$ cat src/rtl/slice_cfg_pkg.sv
// Shared types, derivation helpers and CRC-8 step for the slice configuration loader.
// The CRC datapath is only built when SLICE_CONFIG_LOADER_CRC_EN is defined.
package slice_cfg_pkg;

  typedef enum logic [2:0] {
    IDLE,
    LOAD,
    CHECK,
    COMMIT,
    DONE,
    ERROR
  } state_e;

  localparam logic [7:0] CRC8_POLY = 8'h07;

  function automatic int lut_cfg_w(input int l_mem);
    return 2 * l_mem;
  endfunction

  function automatic int img_w(input int nluts, input int lutw);
    return nluts * lutw + 1;
  endfunction

  function automatic int nwords(input int imgw, input int cfgw);
    return (imgw + cfgw - 1) / cfgw;
  endfunction

  // MSB-first CRC-8 update over one byte
  function automatic logic [7:0] crc8_byte(
    input logic [7:0] crc,
    input logic [7:0] d
  );
    logic [7:0] c;
    c = crc ^ d;
    for (int i = 0; i < 8; i++) begin
      c = c[7] ? ((c << 1) ^ CRC8_POLY) : (c << 1);
    end
    return c;
  endfunction

endpackage

$ cat src/rtl/cfg_crc8.sv
// Byte-serial CRC-8 accumulator with synchronous clear and enable.
// Instantiated by slice_config_loader when SLICE_CONFIG_LOADER_CRC_EN is defined.
module cfg_crc8
  import slice_cfg_pkg::*;
(
  input  logic       clk,
  input  logic       rst,
  input  logic       clr,
  input  logic       en,
  input  logic [7:0] data,
  output logic [7:0] crc
);

  logic [7:0] crc_q;

  always_ff @(posedge clk) begin
    if (rst || clr) begin
      crc_q <= '0;
    end else if (en) begin
      crc_q <= crc8_byte(crc_q, data);
    end
  end

  assign crc = crc_q;

endmodule

$ cat src/rtl/slice_config_loader.sv
// Streams a byte image into a shadow register and commits it to the slice.
// Optional CRC-8 check of the image is enabled by SLICE_CONFIG_LOADER_CRC_EN.
module slice_config_loader
  import slice_cfg_pkg::*;
#(
  parameter int S_XX_BASE  = 4,
  parameter int L_MEM_SIZE = 2**S_XX_BASE + 1,
  parameter int NUM_LUTS   = 4,
  parameter int CFG_W      = 8,
  localparam int LUT_CFG_W = lut_cfg_w(L_MEM_SIZE),
  localparam int IMG_W     = img_w(NUM_LUTS, LUT_CFG_W),
  localparam int NWORDS    = nwords(IMG_W, CFG_W)
) (
  input  logic                          config_clk,
  input  logic                          config_rst,
  input  logic                          cfg_start,
  input  logic [CFG_W-1:0]              cfg_data,
  input  logic                          cfg_valid,
  output logic                          cfg_ready,
  output logic [NUM_LUTS*LUT_CFG_W-1:0] luts_config_out,
  output logic                          config_use_cc,
  output logic                          config_en,
  output logic                          cfg_done,
  output logic                          cfg_error
);

  localparam int CNT_W = $clog2(NWORDS + 1);
  localparam logic [CNT_W-1:0] LAST = CNT_W'(NWORDS - 1);

  state_e           state_q, state_d;
  logic [IMG_W-1:0] img_q, img_d;
  logic [CNT_W-1:0] cnt_q, cnt_d;
  logic             use_cc_q, use_cc_d;
  logic             done_q, done_d;
  logic             en_q;
  logic             ready_q;
  logic             xfer;

  assign xfer = cfg_valid && ready_q;

`ifdef SLICE_CONFIG_LOADER_CRC_EN
  if (CFG_W != 8) begin : g_bad_cfg_w
    $error("CRC-8 check needs CFG_W == 8");
  end

  logic       err_q, err_d;
  logic       crc_en;
  logic [7:0] crc;

  assign crc_en = xfer && (state_q == LOAD) && !cfg_start;

  cfg_crc8 u_crc (
    .clk  (config_clk),
    .rst  (config_rst),
    .clr  (cfg_start),
    .en   (crc_en),
    .data (cfg_data[7:0]),
    .crc  (crc)
  );

  assign cfg_error = err_q;
`else
  assign cfg_error = 1'b0;
`endif

  always_comb begin
    state_d  = state_q;
    img_d    = img_q;
    cnt_d    = cnt_q;
    use_cc_d = use_cc_q;
    done_d   = done_q;
`ifdef SLICE_CONFIG_LOADER_CRC_EN
    err_d    = err_q;
`endif
    unique case (state_q)
      IDLE: begin
        if (cfg_start) begin
          state_d = LOAD;
          cnt_d   = '0;
        end
      end
      LOAD: begin
        if (cfg_start) begin
          cnt_d = '0;
        end else if (xfer) begin
          // padding bits past the image in the last word fall off here
          for (int b = 0; b < IMG_W; b++) begin
            if (b / CFG_W == int'(cnt_q)) img_d[b] = cfg_data[b % CFG_W];
          end
          cnt_d = cnt_q + 1'b1;
          if (cnt_q == LAST) begin
`ifdef SLICE_CONFIG_LOADER_CRC_EN
            state_d = CHECK;
`else
            state_d  = COMMIT;
            use_cc_d = img_d[IMG_W-1];
`endif
          end
        end
      end
`ifdef SLICE_CONFIG_LOADER_CRC_EN
      CHECK: begin
        if (cfg_start) begin
          state_d = LOAD;
          cnt_d   = '0;
        end else if (xfer) begin
          if (cfg_data[7:0] == crc) begin
            state_d  = COMMIT;
            use_cc_d = img_q[IMG_W-1];
          end else begin
            state_d = ERROR;
            err_d   = 1'b1;
          end
        end
      end
      ERROR: begin
        if (cfg_start) begin
          state_d = LOAD;
          cnt_d   = '0;
          err_d   = 1'b0;
        end
      end
`endif
      COMMIT: begin
        state_d = DONE;
        done_d  = 1'b1;
      end
      DONE: begin
        if (cfg_start) begin
          state_d = LOAD;
          cnt_d   = '0;
          done_d  = 1'b0;
        end
      end
      default: state_d = IDLE;
    endcase
  end

  always_ff @(posedge config_clk) begin
    if (config_rst) begin
      state_q  <= IDLE;
      img_q    <= '0;
      cnt_q    <= '0;
      use_cc_q <= 1'b0;
      done_q   <= 1'b0;
      en_q     <= 1'b0;
      ready_q  <= 1'b0;
`ifdef SLICE_CONFIG_LOADER_CRC_EN
      err_q    <= 1'b0;
`endif
    end else begin
      state_q  <= state_d;
      img_q    <= img_d;
      cnt_q    <= cnt_d;
      use_cc_q <= use_cc_d;
      done_q   <= done_d;
      en_q     <= (state_d == COMMIT);
      ready_q  <= (state_d == LOAD) || (state_d == CHECK);
`ifdef SLICE_CONFIG_LOADER_CRC_EN
      err_q    <= err_d;
`endif
    end
  end

  // a reset landing on the commit cycle must suppress the strobe at once
  assign config_en       = en_q && !config_rst;
  assign cfg_ready       = ready_q;
  assign cfg_done        = done_q;
  assign config_use_cc   = use_cc_q;
  assign luts_config_out = img_q[IMG_W-2:0];

endmodule

$ cat config.mk
export PLATFORM = sky130hd
export DESIGN_NAME = slice_config_loader
export DESIGN_NICKNAME = d
export VERILOG_FILES = /design/src/rtl/slice_cfg_pkg.sv /design/src/rtl/cfg_crc8.sv /design/src/rtl/slice_config_loader.sv
export SDC_FILE = /design/constraint.sdc
export NUM_CORES = 1
export LEC_CHECK = 0
export ABC_CLOCK_PERIOD_IN_PS = 3000
export CORE_MARGIN = 5
export CORE_UTILIZATION = 53
export DETAILED_ROUTE_END_ITERATION = 10
export PLACE_DENSITY_LB_ADDON = 0.2
export SLEW_MARGIN = 20
export SYNTH_ARGS = -nofsm -noshare
export SYNTH_HDL_FRONTEND = slang
export SYNTH_SLANG_ARGS = --single-unit
$ cat constraint.sdc
create_clock -name config_clk -period 3 [get_ports config_clk]
set_input_delay 0.9 -clock config_clk [delete_from_list [all_inputs] [get_ports config_clk]]
set_output_delay 0.9 -clock config_clk [all_outputs]
set_load 0.05 [all_outputs]
==> run metrics <==
drc violations=0; Max VDD drop=0.292 mV; Hold Path Class=reg -> reg; flops & latches, synth=148; Commonest cells post-synth=dfxtp_1, nand2b_1, buf_4, mux2i_1, clkbuf_1; clock root cell=clkbuf_16; Buf+Inv Stages, Crit Path=1; Adder-Cell Fraction of Synth Area=0.00890; post-synthesis sequential area ratio=0.422; final hold vios=0; Static Leak=3.79 nW; Post-CTS Resized=0; grt ovf=0; final worst path period need=2510 ps; CTS max path bufs=2; Arr. time, crit path=1610 ps; worst-skew pair later-pin latency=410 ps; synth top area cells=dfxtp_1, mux2i_1, buf_4, nand2b_1, nand4_2; cell family with most CP delay=buffers and inverters; post-synthesis mux area share=0.197; Avg Inst Size Synth=10.3 um2; antenna violations before repair=0; Area after DPL=~0.0077 mm2; Syn Nets=697; Main synth FF type=dfxtp_1; Setup TNS=0 ps; drt initial violations=210; core area=roughly 0.013 mm2; Initial Utilization=0.535; Synth cell types=34; Slew @ Worst Pin=just under 700 ps; post-synthesis compound-gate area fraction=0.0110; CP Capture Type=output port; synthesis-to-layout area growth=17.5%; Worst setup SP type=register; DR vias=~4400; FFs w/ async S/R, synth=0; Clk pwr share=0.499; ant diodes=0; design area=0.00826 mm2; drt wl/cell=18.0 um; Fmax=398 MHz; max-slew violation count=0; Power Density=516 mW/mm2; # Post-CTS Setup Buffers=0; critical-path maximum fanout=3; worst endpoint required time=around 2100 ps; Post-Syn Instances=680; post-detail-place hpwl=10700 um; largest family of logic cells by synthesized area=multiplexers; hold_buf cts=0; most common cell in the synthesized netlist=dfxtp_1; xor/xnor share of the synthesized area=0; Worst-path clk slew=about 60 ps; Simple-Gate Fraction of Synth Area=0.190; MaxCap Viol Count=0; Final Setup Violations=0; EDFF count, synth=0; GP Congestion=0.850; via-per-instance ratio=4.99; Core Rows=between 40 and 50; Die Span X=between 100 and 150 um; status=completed; RSZ-0062 raised after global routing=no; Slowest-stage cell, CP=clkdlybuf4s50_1; IO Port Bufs=151; Sw Share=0.207; Clock Sinks=148; Slew Limit Headroom=0.541; crit-path cells=clkdlybuf4s50_1; die area=0.0157 mm2; first-pass GRT wire length=25100 um; 1st-pass router iterations=4; maximum cell stage delay along the critical path=between 800 and 900 ps; Ports=153; Max Clock Skew=~6.0 ps; share of layout cells above drive strength 1=0.0930; Routed Antenna Nets=0; Crit Path Category=reg -> out; Setup crit start=cfg_ready; period utilisation layout=0.837; internal power=0.00338 W; Vert. Die Dim=125 um; Layout Nets=703; Flop pwr share=0.463; pin count of the biggest net entering global routing=71; overall routed net length=between 15000 and 20000 um; CTS tree=yes; worst r2r src=cnt_q[2]; largest area contributor in the netlist=dfxtp_1; number of global-route vias before repair=4613; Post-Syn Area=0.00703 mm2; Synth top area share=0.422; launch point of the worst hold path=img_q[112]; Sw Pwr=0.000881 W; GRT Util Overall=0.203; Synth Warn #=0; H-tree depth=4; Gate power share=0.038; CTS Buf Count=17
kinds of logic (layout without fill, tap and decap cells):
kind of cell             Yosys count  after routing
flip-flops                       148            148
buffers and inverters            181            200
other                              1              1
AND/OR/NAND/NOR                  196            196
adder cells (fa/ha/maj)            5              5
AO/OA/AOI/OAI                     11             11
multiplexers                     138            138
area by class of cell:
cell class	count	area, um2
Tap cell	176	220
Multi-Input combinational cell	351	2860
Inverter	4	15.0
Sequential cell	148	2960
Timing Repair Buffer	164	1600
Fill cell	1087	4880
Clock buffer	22	464
Clock inverter	10	130
path summary, 6_finish.rpt:
kind	endpoint	slack [ps]	cells after the start
max	cfg_ready	490	1
min reg2reg	img_q[112]	470	2
max reg2reg	img_q[102]	1110	3
min	img_q[112]	470	2
power groups by stage:
| stage | clock network (W) | registers [W] | logic [W] |
|---|---|---|---|
| after global placement | 0 | 0.00202 | 0.000160 |
| after floorplan | 0 | 0.00202 | 0.000102 |
| after detailed placement | 0 | 0.00202 | 0.000160 |
| final | 0.00213 | 0.00197 | 0.000162 |
| after global routing | 0.00226 | 0.00197 | 0.000171 |
| after CTS | 0.00216 | 0.00197 | 0.000161 |
sequential cells by signal, indices dropped and copies added (netlist names):
name / cells
config_use_cc: 1
state_q: 3
img_q: 136
cfg_ready: 1
cnt_q: 5
cfg_done: 1
en_q: 1
per-stage QoR:
stage               utilization  power (W)  std cells  worst slack, ps  hold WS (ps)
floorplan                     -    0.00212        680              176           453
global placement          0.583    0.00218        843              289           462
detailed placement        0.583    0.00218        843              209           465
CTS                       0.629    0.00430        875              458           478
global route              0.629    0.00441        875              431           495
finish                    0.629    0.00426        875              488           474
placed cells by master, fill, tap and decap left out, types with 3 or more instances in the layout:
master / instances
a21oi_1: 3
buf_4: 15
bufinv_16: 3
clkbuf_1: 3
clkbuf_16: 17
clkdlybuf4s50_1: 149
clkinv_2: 5
dfxtp_1: 148
ha_1: 5
inv_1: 4
mux2i_1: 138
nand2b_1: 147
nand3_2: 9
nand4_2: 8
nor2_1: 6
nor2b_1: 7
per-layer routing:
| metal | share of wire | global-route usage | up-vias |
|---|---|---|---|
| met5 | 0 | 0 | - |
| met4 | 0.016 | 0.0708 | 0 |
| met3 | 0.051 | 0.0588 | 20 |
| met2 | 0.49 | 0.343 | 100 |
| met1 | 0.44 | 0.247 | 2136 |
| li1 | - | - | 2110 |
No activity file was read; power rests on OpenSTA's default activity.
==> patch (same settings) <==
Make the reset (`config_rst`) asynchronous in one clocked block.
--- a/src/rtl/slice_config_loader.sv
+++ b/src/rtl/slice_config_loader.sv
@@ -137,5 +137,5 @@
   end
 
-  always_ff @(posedge config_clk) begin
+  always_ff @(posedge config_clk or posedge config_rst) begin
     if (config_rst) begin
       state_q  <= IDLE;
Behaviour: differs if config_rst is asserted again (counterexample within 4 cycles, from zero or initial values and one cycle with config_rst high); with config_rst held inactive, the same outputs for 4 cycles.
==> patch against the unedited design <==
  * Sequential share of layout area grew 8.3 points
  * Sequential cell count unchanged
  * Core utilization increased by 0.96 points
  * Area after synthesis rose by 0.57%
  * Routed wire length is 9.3% lower
  * Clock skew is 0.0032 ns higher
  * Final area is 1.5% higher
  * Worst setup slack got worse by 0.17 ns
  * Via count decreased by 15%
  * Critical endpoint is now config_en
  * Highest routed layer unchanged
  * Global-route usage down 1.2 points
Power is not compared: it rests on default switching activity, and its combinational part moved more than twofold at a synthesized area within 25%.
==> patch: results (changes against the unedited design) <==
| Metric | Value |
|---|---|
| Met2 WL | 7490 um (-4.2%) |
| Hold path depth | 1 (-1) |
| GR Util met3 | 5.50% (-0.38 points) |
| Met2 Use GR | 32.8% (-1.5 points) |
| First-pass GRT wire length | 23,300 um (-7.1%) |
| Post-synth net total | 534 (-23%) |
| Worst r2r src | cnt_q[0] |
| Fraction of layout cells with a size suffix above 1 | 36.7% (+27 points) |
| Slew HR | 46.0% (-8.1 points) |
| Overall Global Routing Usage | 19.1% (-1.2 points) |
| Minimum hold slack | 0.502 ns (+0.0280 ns) |
| Fraction of registers with async set or reset after synthesis | 100% (+100 points) |
| RD Place Congestion | 0.796 (-6.3%) |
| Largest net degree at the start of global routing | 81 (+14%) |
| Starting DRT DRC Count | 121 (-42%) |
| FF-to-FF path depth | 5 (+2) |
| Fill count | 1,003 (-7.7%) |
| Status | finished clean |
| WP data arrival | 1.79 ns (+0.18 ns) |
| Worst Min Path Start | img_q[4] |
| Met1 Usage GRT | 23.7% (-1.0 points) |
| Placed cell areas | 7800 um^2 (+1.7%) |
| R2R Path End | img_q[39] |
| CP max FO | 2 (-1) |
| M1 WL | 6070 um (-12%) |
| Dpl hpwl | 10,000 um (-6.2%) |
| Clk_skew | 0.00921 ns (+0.00319 ns) |
| Sequential area share after synthesis | 52.4% (+10 points) |
| FF-to-FF setup slack | 0.84 ns (-0.27 ns) |
| Hold endpoint | img_q[4] |
| DR WL met3 | 613 um (-23%) |
| Final wirelength | 14,300 um (-9.3%) |
| Post-Syn Instances | 517 (-24%) |
-- patch: cell types whose count changed after synthesis, moves of 5 or more --
cell,before,now
buf_1,8,1
clkbuf_1,25,10
dfrtp_1,0,148
dfxtp_1,148,0
mux2_2,0,138
mux2i_1,138,1
nand2b_1,147,2
nand4_2,8,3
nand4_4,0,8
-- patch: cells by family after synthesis --
kind of cell | count (synthesis) | share of synthesized area (%)
buf+inv | 165 | 16.5
flops | 148 | 52.4
other cells | 1 | 0.0531
compound gates | 13 | 1.15
simple gates | 46 | 6.87
fa+ha+maj | 5 | 0.885
mux | 139 | 22.1
-- patch: area by class of cell --
cell class | instances | area (um^2) | area share, %
Timing Repair Buffer | 163 | 1650 | 19.7
Sequential cell | 148 | 3700 | 44.2
Multi-Input combinational cell | 204 | 2200 | 26.2
Clock buffer | 19 | 453 | 5.40
Tap cell | 176 | 220 | 2.63
Clock inverter | 11 | 135 | 1.61
Inverter | 6 | 26.3 | 0.313
-- patch: worst max-delay path by stage --
stage	startpoint	endpoint	slack (ns)	cells past startpoint
6_report	config_rst	config_en	0.31	3
5_1_grt	config_rst	config_en	0.29	3
4_1_cts	config_rst	config_en	0.31	3
3_5_place_dp	cfg_start	img_q[45]	0.22	5
3_3_place_gp	cfg_start	img_q[131]	0.26	4
2_1_floorplan	config_rst	cfg_done	0.24	1
-- patch: per-stage QoR --
stage	instances	total power, mW	worst slack (ns)
3_3_place_gp	697	3.98	0.261
2_1_floorplan	517	3.73	0.239
6_report	727	6.05	0.313
3_5_place_dp	697	4.01	0.219
4_1_cts	727	6.12	0.312
5_1_grt	727	6.29	0.289
-- patch: worst max-delay path, stage by stage --
cell and delay [ns]:
clkdlybuf4s50_1 0.48, nor2b_1 0.24, buf_12 0.17
